File: src/rtl/qdi_tx_arb_pkg.sv
// Shared definitions for the clocked-to-QDI transmit arbiter: state encoding and
// default geometry of the flit channel.
package qdi_tx_arb_pkg;

  localparam int DW_DEF  = 32;
  localparam int SCN_DEF = DW_DEF / 2;
  localparam int NR_DEF  = 4;

  typedef enum logic [1:0] {
    ST_IDLE = 2'd0,
    ST_DATA = 2'd1,
    ST_RTZ  = 2'd2
  } state_t;

endpackage

File: src/rtl/qdi_tx_arb_sync2.sv
// Two-flop synchronizer for one asynchronous acknowledge bit.
module sync2 (
  input  logic clk,
  input  logic rst_n,
  input  logic d,
  output logic q
);

  logic meta_r;

  // Metastability filter chain
  always_ff @(posedge clk or negedge rst_n) begin
    if (!rst_n) begin
      meta_r <= 1'b0;
      q      <= 1'b0;
    end else begin
      meta_r <= d;
      q      <= meta_r;
    end
  end

endmodule

File: src/rtl/qdi_tx_arb.sv
// Round-robin arbiter with packet lock that serialises clocked flits onto a
// 1-of-4 QDI channel using a four-phase (data / return-to-zero) handshake.
module qdi_tx_arb
  import qdi_tx_arb_pkg::*;
#(
  parameter int DW  = DW_DEF,
  parameter int SCN = DW / 2,
  parameter int NR  = NR_DEF
) (
  input  logic             clk,
  input  logic             rst_n,
  input  logic [NR-1:0]    in_vld,
  input  logic [NR*DW-1:0] in_dat,
  input  logic [NR-1:0]    in_eof,
  output logic [NR-1:0]    in_rdy,
  output logic [SCN-1:0]   o0,
  output logic [SCN-1:0]   o1,
  output logic [SCN-1:0]   o2,
  output logic [SCN-1:0]   o3,
  output logic             o4,
  input  logic [SCN-1:0]   oa,
  output logic             busy
);

  localparam int IW = (NR > 1) ? $clog2(NR) : 1;

  state_t          state_r, state_nxt_s;
  logic            lock_r, eof_r;
  logic [IW-1:0]   owner_r, rr_ptr_r, win_s;
  logic            found_s, accept_s, all_ack_s, no_ack_s;
  logic [SCN-1:0]  ack_s;
  logic [DW-1:0]   win_dat_s;
  logic [SCN-1:0]  r0_s, r1_s, r2_s, r3_s;

  for (genvar i = 0; i < SCN; i++) begin : g_sync
    sync2 u_sync (.clk(clk), .rst_n(rst_n), .d(oa[i]), .q(ack_s[i]));
  end

  assign all_ack_s = &ack_s;
  assign no_ack_s  = ~|ack_s;
  assign accept_s  = (state_r == ST_IDLE) && found_s;
  assign busy      = lock_r | (state_r != ST_IDLE);

  // Winner search: the owner alone while locked, else first valid at/after rr_ptr
  always_comb begin
    int idx;
    idx     = 0;
    found_s = 1'b0;
    win_s   = '0;
    if (lock_r) begin
      found_s = in_vld[owner_r];
      win_s   = owner_r;
    end else begin
      for (int k = 0; k < NR; k++) begin
        idx = (int'(rr_ptr_r) + k) % NR;
        if (!found_s && in_vld[idx]) begin
          found_s = 1'b1;
          win_s   = IW'(idx);
        end
      end
    end
  end

  // Consume strobe; held off while reset is asserted
  always_comb begin
    in_rdy = '0;
    if (accept_s && rst_n) begin
      in_rdy[win_s] = 1'b1;
    end else begin
      in_rdy = '0;
    end
  end

  // 1-of-4 encoding of the winning flit, one dibit per sub-channel
  always_comb begin
    win_dat_s = in_dat[int'(win_s)*DW +: DW];
    r0_s = '0;
    r1_s = '0;
    r2_s = '0;
    r3_s = '0;
    for (int i = 0; i < SCN; i++) begin
      case (win_dat_s[2*i +: 2])
        2'd0:    r0_s[i] = 1'b1;
        2'd1:    r1_s[i] = 1'b1;
        2'd2:    r2_s[i] = 1'b1;
        default: r3_s[i] = 1'b1;
      endcase
    end
  end

  // Handshake sequencing
  always_comb begin
    state_nxt_s = state_r;
    case (state_r)
      ST_IDLE: if (accept_s)  state_nxt_s = ST_DATA; else state_nxt_s = ST_IDLE;
      ST_DATA: if (all_ack_s) state_nxt_s = ST_RTZ;  else state_nxt_s = ST_DATA;
      ST_RTZ:  if (no_ack_s)  state_nxt_s = ST_IDLE; else state_nxt_s = ST_RTZ;
      default: state_nxt_s = ST_IDLE;
    endcase
  end

  // State register
  always_ff @(posedge clk or negedge rst_n) begin
    if (!rst_n) state_r <= ST_IDLE;
    else        state_r <= state_nxt_s;
  end

  // Rails, packet lock and round-robin pointer; async reset clears rails at once
  always_ff @(posedge clk or negedge rst_n) begin
    if (!rst_n) begin
      lock_r   <= 1'b0;
      eof_r    <= 1'b0;
      owner_r  <= '0;
      rr_ptr_r <= '0;
      o0 <= '0;
      o1 <= '0;
      o2 <= '0;
      o3 <= '0;
      o4 <= 1'b0;
    end else if (accept_s) begin
      owner_r <= win_s;
      eof_r   <= in_eof[win_s];
      if (!in_eof[win_s]) lock_r <= 1'b1;
      else                lock_r <= lock_r;
      o0 <= r0_s;
      o1 <= r1_s;
      o2 <= r2_s;
      o3 <= r3_s;
      o4 <= in_eof[win_s];
    end else if (state_r == ST_DATA && all_ack_s) begin
      o0 <= '0;
      o1 <= '0;
      o2 <= '0;
      o3 <= '0;
      o4 <= 1'b0;
    end else if (state_r == ST_RTZ && no_ack_s && eof_r) begin
      lock_r <= 1'b0;
      if (owner_r == IW'(NR - 1)) rr_ptr_r <= '0;
      else                        rr_ptr_r <= owner_r + IW'(1);
    end else begin
      lock_r <= lock_r;
    end
  end

endmodule
File: config.mk
export PLATFORM = sky130hd
export DESIGN_NAME = qdi_tx_arb
export DESIGN_NICKNAME = d
export VERILOG_FILES = /design/src/rtl/qdi_tx_arb_pkg.sv /design/src/rtl/qdi_tx_arb_sync2.sv /design/src/rtl/qdi_tx_arb.sv
export SDC_FILE = /design/constraint.sdc
export NUM_CORES = 1
export LEC_CHECK = 0
export ABC_AREA = 0
export CAP_MARGIN = 20
export CORE_MARGIN = 2
export CORE_UTILIZATION = 45
export CTS_CLUSTER_DIAMETER = 120
export DETAILED_ROUTE_END_ITERATION = 16
export GPL_ROUTABILITY_DRIVEN = 0
export PLACE_DENSITY = 0.87
export SLEW_MARGIN = 20
export SYNTH_ARGS = -nofsm -noshare
export SYNTH_HDL_FRONTEND = slang
export SYNTH_HIERARCHICAL = 1
export SYNTH_SLANG_ARGS = --single-unit
File: constraint.sdc
create_clock -name clk -period 9.7 [get_ports clk]
set_clock_uncertainty 0.15 [all_clocks]
set_input_delay 2.91 -clock clk [delete_from_list [all_inputs] [get_ports clk]]
set_output_delay 2.91 -clock clk [all_outputs]
set_load 0.01 [all_outputs]
Yosys cells after proc, flatten, opt, wreduce, memory -nomap -nowiden:

Cells that the tools add are included.

* flip-flop bits (word level): 105
* input bits: 154

* $add $sub $neg: 4
* $lt $le $gt $ge: 7
* equality and inequality tests: 37
* shift operators: 1
* multiplexer cells: 111
* bitwise operators: 6
* reduce and logical (&&, ||, !) cells: 56

Operator list (count)
* $shiftx A128 B8 Y32: 1
* $mux W1: 89
* $mux W16: 5
* $reduce_or A3 Y1: 16
* $eq A2 B2 Y1 const B: 18
* $eq A2 B1 Y1 const B: 17
* $logic_not A2 Y1: 17
* $mux W2: 8
* $reduce_and A16 Y1: 1
* $reduce_or A16 Y1: 1
* $bmux W1 S2: 6
* $lt A3 B4 Y1 const B: 3
* $logic_and A1 B1 Y1: 9
* $lt A2 B3 Y1 const B: 3
* $pmux W2 S3: 1
* $reduce_and A3 Y1: 2
* $reduce_bool A2 Y1: 3
* $reduce_or A2 Y1: 3
* $add A2 B1 Y2 const B: 2
* $add A2 B2 Y2 const B: 2
* $logic_not A1 Y1: 4
* $mux W4: 1
* $ne A2 B2 Y1 const B: 2
* $and A1 B1 Y1 const A: 3
* other kinds (4): 5

Depth between registers and ports, before layout:

* depth after elaboration: 22
* gate-level depth with buffers: 10
* gate-level depth less buffers: 6

Cells and area by module:

The synthesis kept the hierarchy.

Modules (own cells, without submodules)
* qdi_tx_arb: instances 1, cells an instance 414, area each 4724.5 µm², seq. area each 1826.8 µm²
* sync2: instances 16, cells an instance 2, area each 50.0 µm², seq. area each 50.0 µm²

Worst setup path after synthesis:

OpenSTA, ideal clock, no wires.

* path kind: input to output
* start: input in_vld[1]
* end: output in_rdy[0]
* arrival: 4561 ps
* slack: 2079 ps
* stages on the path: 8
* buffers on the path: 4
* cell sequence: buf_6 or4b_1 a2111o_1 o311a_1 buf_6 buf_6 buf_6 nor2_1

* cells in the longest elaborated chain, start to end: 21

Ends and longest elaborated chain
* start, declared: line qdi_tx_arb.sv:12 `input logic [NR-1:0] in_vld,`
* $bmux W1 S2: line qdi_tx_arb.sv:56 `if (!found_s && in_vld[idx]) begin`
* $mux W1 (implied by the code): line qdi_tx_arb.sv:56
* $mux W1: line qdi_tx_arb.sv:56
* $mux W1: line qdi_tx_arb.sv:50 `if (lock_r) begin`
* $logic_not A1 Y1: line qdi_tx_arb.sv:56
* $logic_and A1 B1 Y1: line qdi_tx_arb.sv:56
* $mux W1: line qdi_tx_arb.sv:56
* $mux W1: line qdi_tx_arb.sv:50
* [... 5 more ...]
* $logic_and A1 B1 Y1: line qdi_tx_arb.sv:56
* $mux W2: line qdi_tx_arb.sv:56
* $mux W2: line qdi_tx_arb.sv:50
* $lt A2 B3 Y1 (implied by the code) or $ge A2 B1 Y1 (tied branches): line qdi_tx_arb.sv:68 `in_rdy[win_s] = 1'b1;`
* $logic_and A1 B1 Y1 (implied by the code): line qdi_tx_arb.sv:68
* $mux W1 (implied by the code): line qdi_tx_arb.sv:68
* $demux W1 S2: line qdi_tx_arb.sv:68
* $mux W4 *: line qdi_tx_arb.sv:67 `if (accept_s && rst_n) begin`
* end, declared: line qdi_tx_arb.sv:15 `output logic [NR-1:0] in_rdy,`

Mark *: on every way between the ends. The rest lies on a longest branch, timed or not. The select of a mux whose other input is x is not followed.

Worst setup path after layout:

* start: input in_vld[2]
* end: output in_rdy[1]

Same word-level chain as after synthesis.

==> impl_summary.log <==
INFO  metric status = completed
INFO  metric combinationalPowerShare = 0.168
INFO  metric grt-ovfl-total = 0
INFO  metric critical_path_slowest_stage_cell = sky130_fd_sc_hd__or4b_1
INFO  metric ctsHoldBuffers = 0
INFO  metric timing.critical_path.max_delay_family = buffers and inverters
INFO  metric drt_iter0_markers = approximately 400
INFO  metric postPlaceCellArea = between 7000 and 8000 sq um
INFO  metric drive_gt1_frac = 0.102
INFO  metric layout.cells.most_common_list = 222 x sky130_fd_sc_hd__clkdlybuf4s50_1, 105 x sky130_fd_sc_hd__dfrtp_1, 72 x sky130_fd_sc_hd__mux2i_1
INFO  metric worstSkewPairLatency = 340 ps
INFO  metric antenna_found_initial = 0
INFO  metric placement_rows = 40
INFO  metric capturing_element_type_of_the_critical_path = primary output
INFO  metric max_cap_violations = 0
INFO  metric setup_violations = 0
INFO  metric ctsHtreeMaxLevel = 3
INFO  metric max_freq = approximately 120 MHz
INFO  metric timing.critical_path.cells = clkdlybuf4s50_1, or4b_1, a2111o_1, o311a_4, nor2_1, clkdlybuf4s50_1
INFO  metric min_period_over_period = 0.885
INFO  metric critical_path_arrival = 5520 ps
INFO  metric cts.repair_timing.setup_buffer_count = 0
INFO  metric groute.usage.overall = 0.246
INFO  metric clock_tree_from_tritoncts = built
INFO  metric ys_seq_area_frac = 0.476
INFO  metric switchingPower = 0.266 mW
INFO  metric ctsResizeCount = 0
INFO  metric synthesis.area = between 5000 and 6000 sq um
INFO  metric sw_frac_of_total = 0.259
INFO  metric detailedRoute.firstPassIterationCount = 4
INFO  metric final_hold_slack = 203 ps
INFO  metric routed_wl_per_cell = 20.8 um
INFO  metric grt_start_max_net_pins = between 60 and 70
INFO  metric fp.dieArea = 13200 sq um
INFO  metric synth_enable_flop_cells = 0
INFO  metric ctsLongestPathBuffers = 2
INFO  metric worst_ep_required_time = around 6600 ps
INFO  metric clkSlewWorstSetupHoldPaths = approximately 80 ps
INFO  metric nets = 806
INFO  metric num_vias = 4866
INFO  metric cell_count_after_synthesis = 446
INFO  metric critPathMaxFanout = 36
INFO  metric cpMostUsedCell = sky130_fd_sc_hd__clkdlybuf4s50_1
INFO  metric die-height = roughly 110 um
INFO  metric cellLeakagePower = 3.39 nW
INFO  metric design_area = roughly 8000 sq um
INFO  metric area_growth = 47.7%
INFO  metric ant_nets = 0
INFO  metric sequentialPowerShare = 0.464
INFO  metric wirelength = about 17000 um
INFO  metric ys_warn_count = 6
INFO  metric antennaDiodeCount = 0
INFO  metric top_level_ports = 224
INFO  metric final_common_cell = sky130_fd_sc_hd__clkdlybuf4s50_1
INFO  metric first_pass_grt_wire_length = roughly 25000 um
INFO  metric synth.ff_latch_count = approximately 110
INFO  metric power.ir.vdd_worst = 0.0864 mV
INFO  metric count_of_final_hold_check_violations = 0
INFO  metric finalMaxSlewViolations = 0
INFO  metric rsz_0062_raised_after_global_routing = false
INFO  metric async_reset_ff_frac = 1.00
INFO  metric initial_core_utilization = 0.460
INFO  metric clockRootBuffer = sky130_fd_sc_hd__clkbuf_16
INFO  metric min_delay_worst_type = flip-flop to flip-flop
INFO  metric p_clk_frac = 0.369
INFO  metric core_area = between 10000 and 15000 sq um
INFO  metric synth.top_cells.by_area = sky130_fd_sc_hd__dfrtp_1 48%, sky130_fd_sc_hd__mux2i_1 13%, sky130_fd_sc_hd__a22o_1 10%
INFO  metric post-synth-top-area-cell = sky130_fd_sc_hd__dfrtp_1
INFO  metric final_period_minus_worst_setup_slack = around 8600 ps
INFO  metric cp_num_buf_inv = 2
INFO  metric grt_pass1_vias = 4989
INFO  metric drt_drc_violations_left = 0
INFO  metric synth.distinct_cells = 43
INFO  metric post_synth.cell_area_avg = around 12 sq um
INFO  metric io_buffer_count = roughly 220
INFO  metric cell_internal_pwr = roughly 0.76 mW
INFO  metric pwr_density_cell = approximately 130 nW/um^2
INFO  metric hpwl_detailed = 12700 um
INFO  metric yosys.area.top_type_share = 0.476
INFO  metric cts_sinks = between 100 and 150
INFO  metric synth_top_flop_cell = sky130_fd_sc_hd__dfrtp_1
INFO  metric timing.slew.headroom = 0.497
INFO  metric route.detailed.vias_per_inst = ~6
INFO  metric fin_setup_tns = 0 ps
INFO  metric mappedNetlistNets = between 600 and 700
INFO  metric crit_path_max_incr_delay = 560 ps
INFO  metric timing_worst_slew_pin_value = 754 ps
INFO  metric timing_worst_setup_path_type = input pin to primary output
INFO  metric dieWidth = between 100 and 150 um
INFO  metric setup.worst_path.start_class = input pin
INFO  metric cts_buffers = 9
cells in the mapped netlist, types with 2 or more instances:
| library cell | number |
|---|---|
| sky130_fd_sc_hd__buf_2 | 10 |
| sky130_fd_sc_hd__o21a_1 | 3 |
| sky130_fd_sc_hd__a22o_1 | 63 |
| sky130_fd_sc_hd__o2bb2ai_1 | 3 |
| sky130_fd_sc_hd__clkbuf_1 | 17 |
| sky130_fd_sc_hd__mux2_2 | 4 |
| sky130_fd_sc_hd__mux2i_1 | 72 |
| sky130_fd_sc_hd__a22oi_1 | 32 |
| sky130_fd_sc_hd__inv_1 | 2 |
| sky130_fd_sc_hd__nand2b_1 | 4 |
| sky130_fd_sc_hd__nor4_1 | 5 |
| sky130_fd_sc_hd__nand3b_1 | 4 |
| sky130_fd_sc_hd__a21boi_0 | 2 |
| sky130_fd_sc_hd__o22ai_1 | 33 |
| sky130_fd_sc_hd__or3_1 | 2 |
| sky130_fd_sc_hd__buf_6 | 7 |
| sky130_fd_sc_hd__mux2_4 | 31 |
| sky130_fd_sc_hd__a21oi_1 | 3 |
| sky130_fd_sc_hd__nand2_1 | 4 |
| sky130_fd_sc_hd__nor2_1 | 11 |
| sky130_fd_sc_hd__buf_4 | 2 |
| sky130_fd_sc_hd__nor2b_1 | 2 |
| sky130_fd_sc_hd__dfrtp_1 | 105 |
| sky130_fd_sc_hd__nand4_1 | 5 |
| sky130_fd_sc_hd__o32ai_1 | 2 |
registers in the layout, indices dropped and copies added (netlist names):
name                  cells
g_sync.u_sync/q          16
o2                       16
o3                       16
lock_r                    1
eof_r                     1
o1                       16
g_sync.u_sync/meta_r     16
state_r                   2
o0                       16
rr_ptr_r                  2
o4                        1
owner_r                   2
per-stage QoR:
step | power, mW | worst slack [ps] | cells | util
finish | 1.03 | 1120 | 803 | 0.680
global route | 1.07 | 970 | 803 | 0.680
CTS | 1.03 | 1100 | 803 | 0.680
detailed placement | 0.657 | 1100 | 787 | 0.653
global placement | 0.650 | 1220 | 787 | 0.653
floorplan | 0.531 | 2080 | 446 | -
metal layers:
| metal | wire [um] | track usage | vias to the layer above |
|---|---|---|---|
| met5 | 0 | 0 | - |
| li1 | - | - | 2176 |
| met3 | 1320 | 0.0569 | 31 |
| met4 | 336 | 0.0827 | 0 |
| met1 | 6670 | 0.303 | 2392 |
| met2 | 8390 | 0.428 | 267 |
power by group through the flow:
stage	Combinational, mW	Sequential (mW)	Clock (mW)
finish	0.172	0.476	0.379
global route	0.183	0.479	0.405
CTS	0.173	0.476	0.385
detailed placement	0.173	0.484	0
global placement	0.166	0.483	0
floorplan	0.0413	0.490	0
layout make-up:
cell class	count	area [sq um]
sequential	105	2630
clock buffer	9	225
clock inverter	7	98.8
multi-input combinational	302	2730
inverter	2	7.51
tap	147	184
timing repair buffer	231	2290
fill	886	3850
cell families (layout without fill, tap and decap cells):
logic type	after synthesis	in the layout	synth area share
multiplexers	108	108	0.227
flip-flops	105	105	0.476
AO/OA/AOI/OAI	151	151	0.213
adder cells (fa/ha/maj)	1	1	0.00226
AND/OR/NAND/NOR	42	42	0.0423
buffers and inverters	39	249	0.0396
worst paths after layout:
check                      cells after the start  slack [ps]                               from                            endpoint
setup / recovery                               6        1120                          in_vld[2]                           in_rdy[1]
hold / removal                                 0         200  g_sync[6].u_sync/meta_r$_DFF_PN0_        g_sync[6].u_sync/q$_DFF_PN0_
setup reg to reg                               7        6510            rr_ptr_r[1]$_DFFE_PN0P_                  o2[10]$_DFFE_PN0P_
hold reg to reg                                0         200  g_sync[6].u_sync/meta_r$_DFF_PN0_        g_sync[6].u_sync/q$_DFF_PN0_
max in group asynchronous                      2        5810                              rst_n        g_sync[1].u_sync/q$_DFF_PN0_
min in group asynchronous                      1        2390                              rst_n  g_sync[13].u_sync/meta_r$_DFF_PN0_
Power figures use the tool's default switching activity.
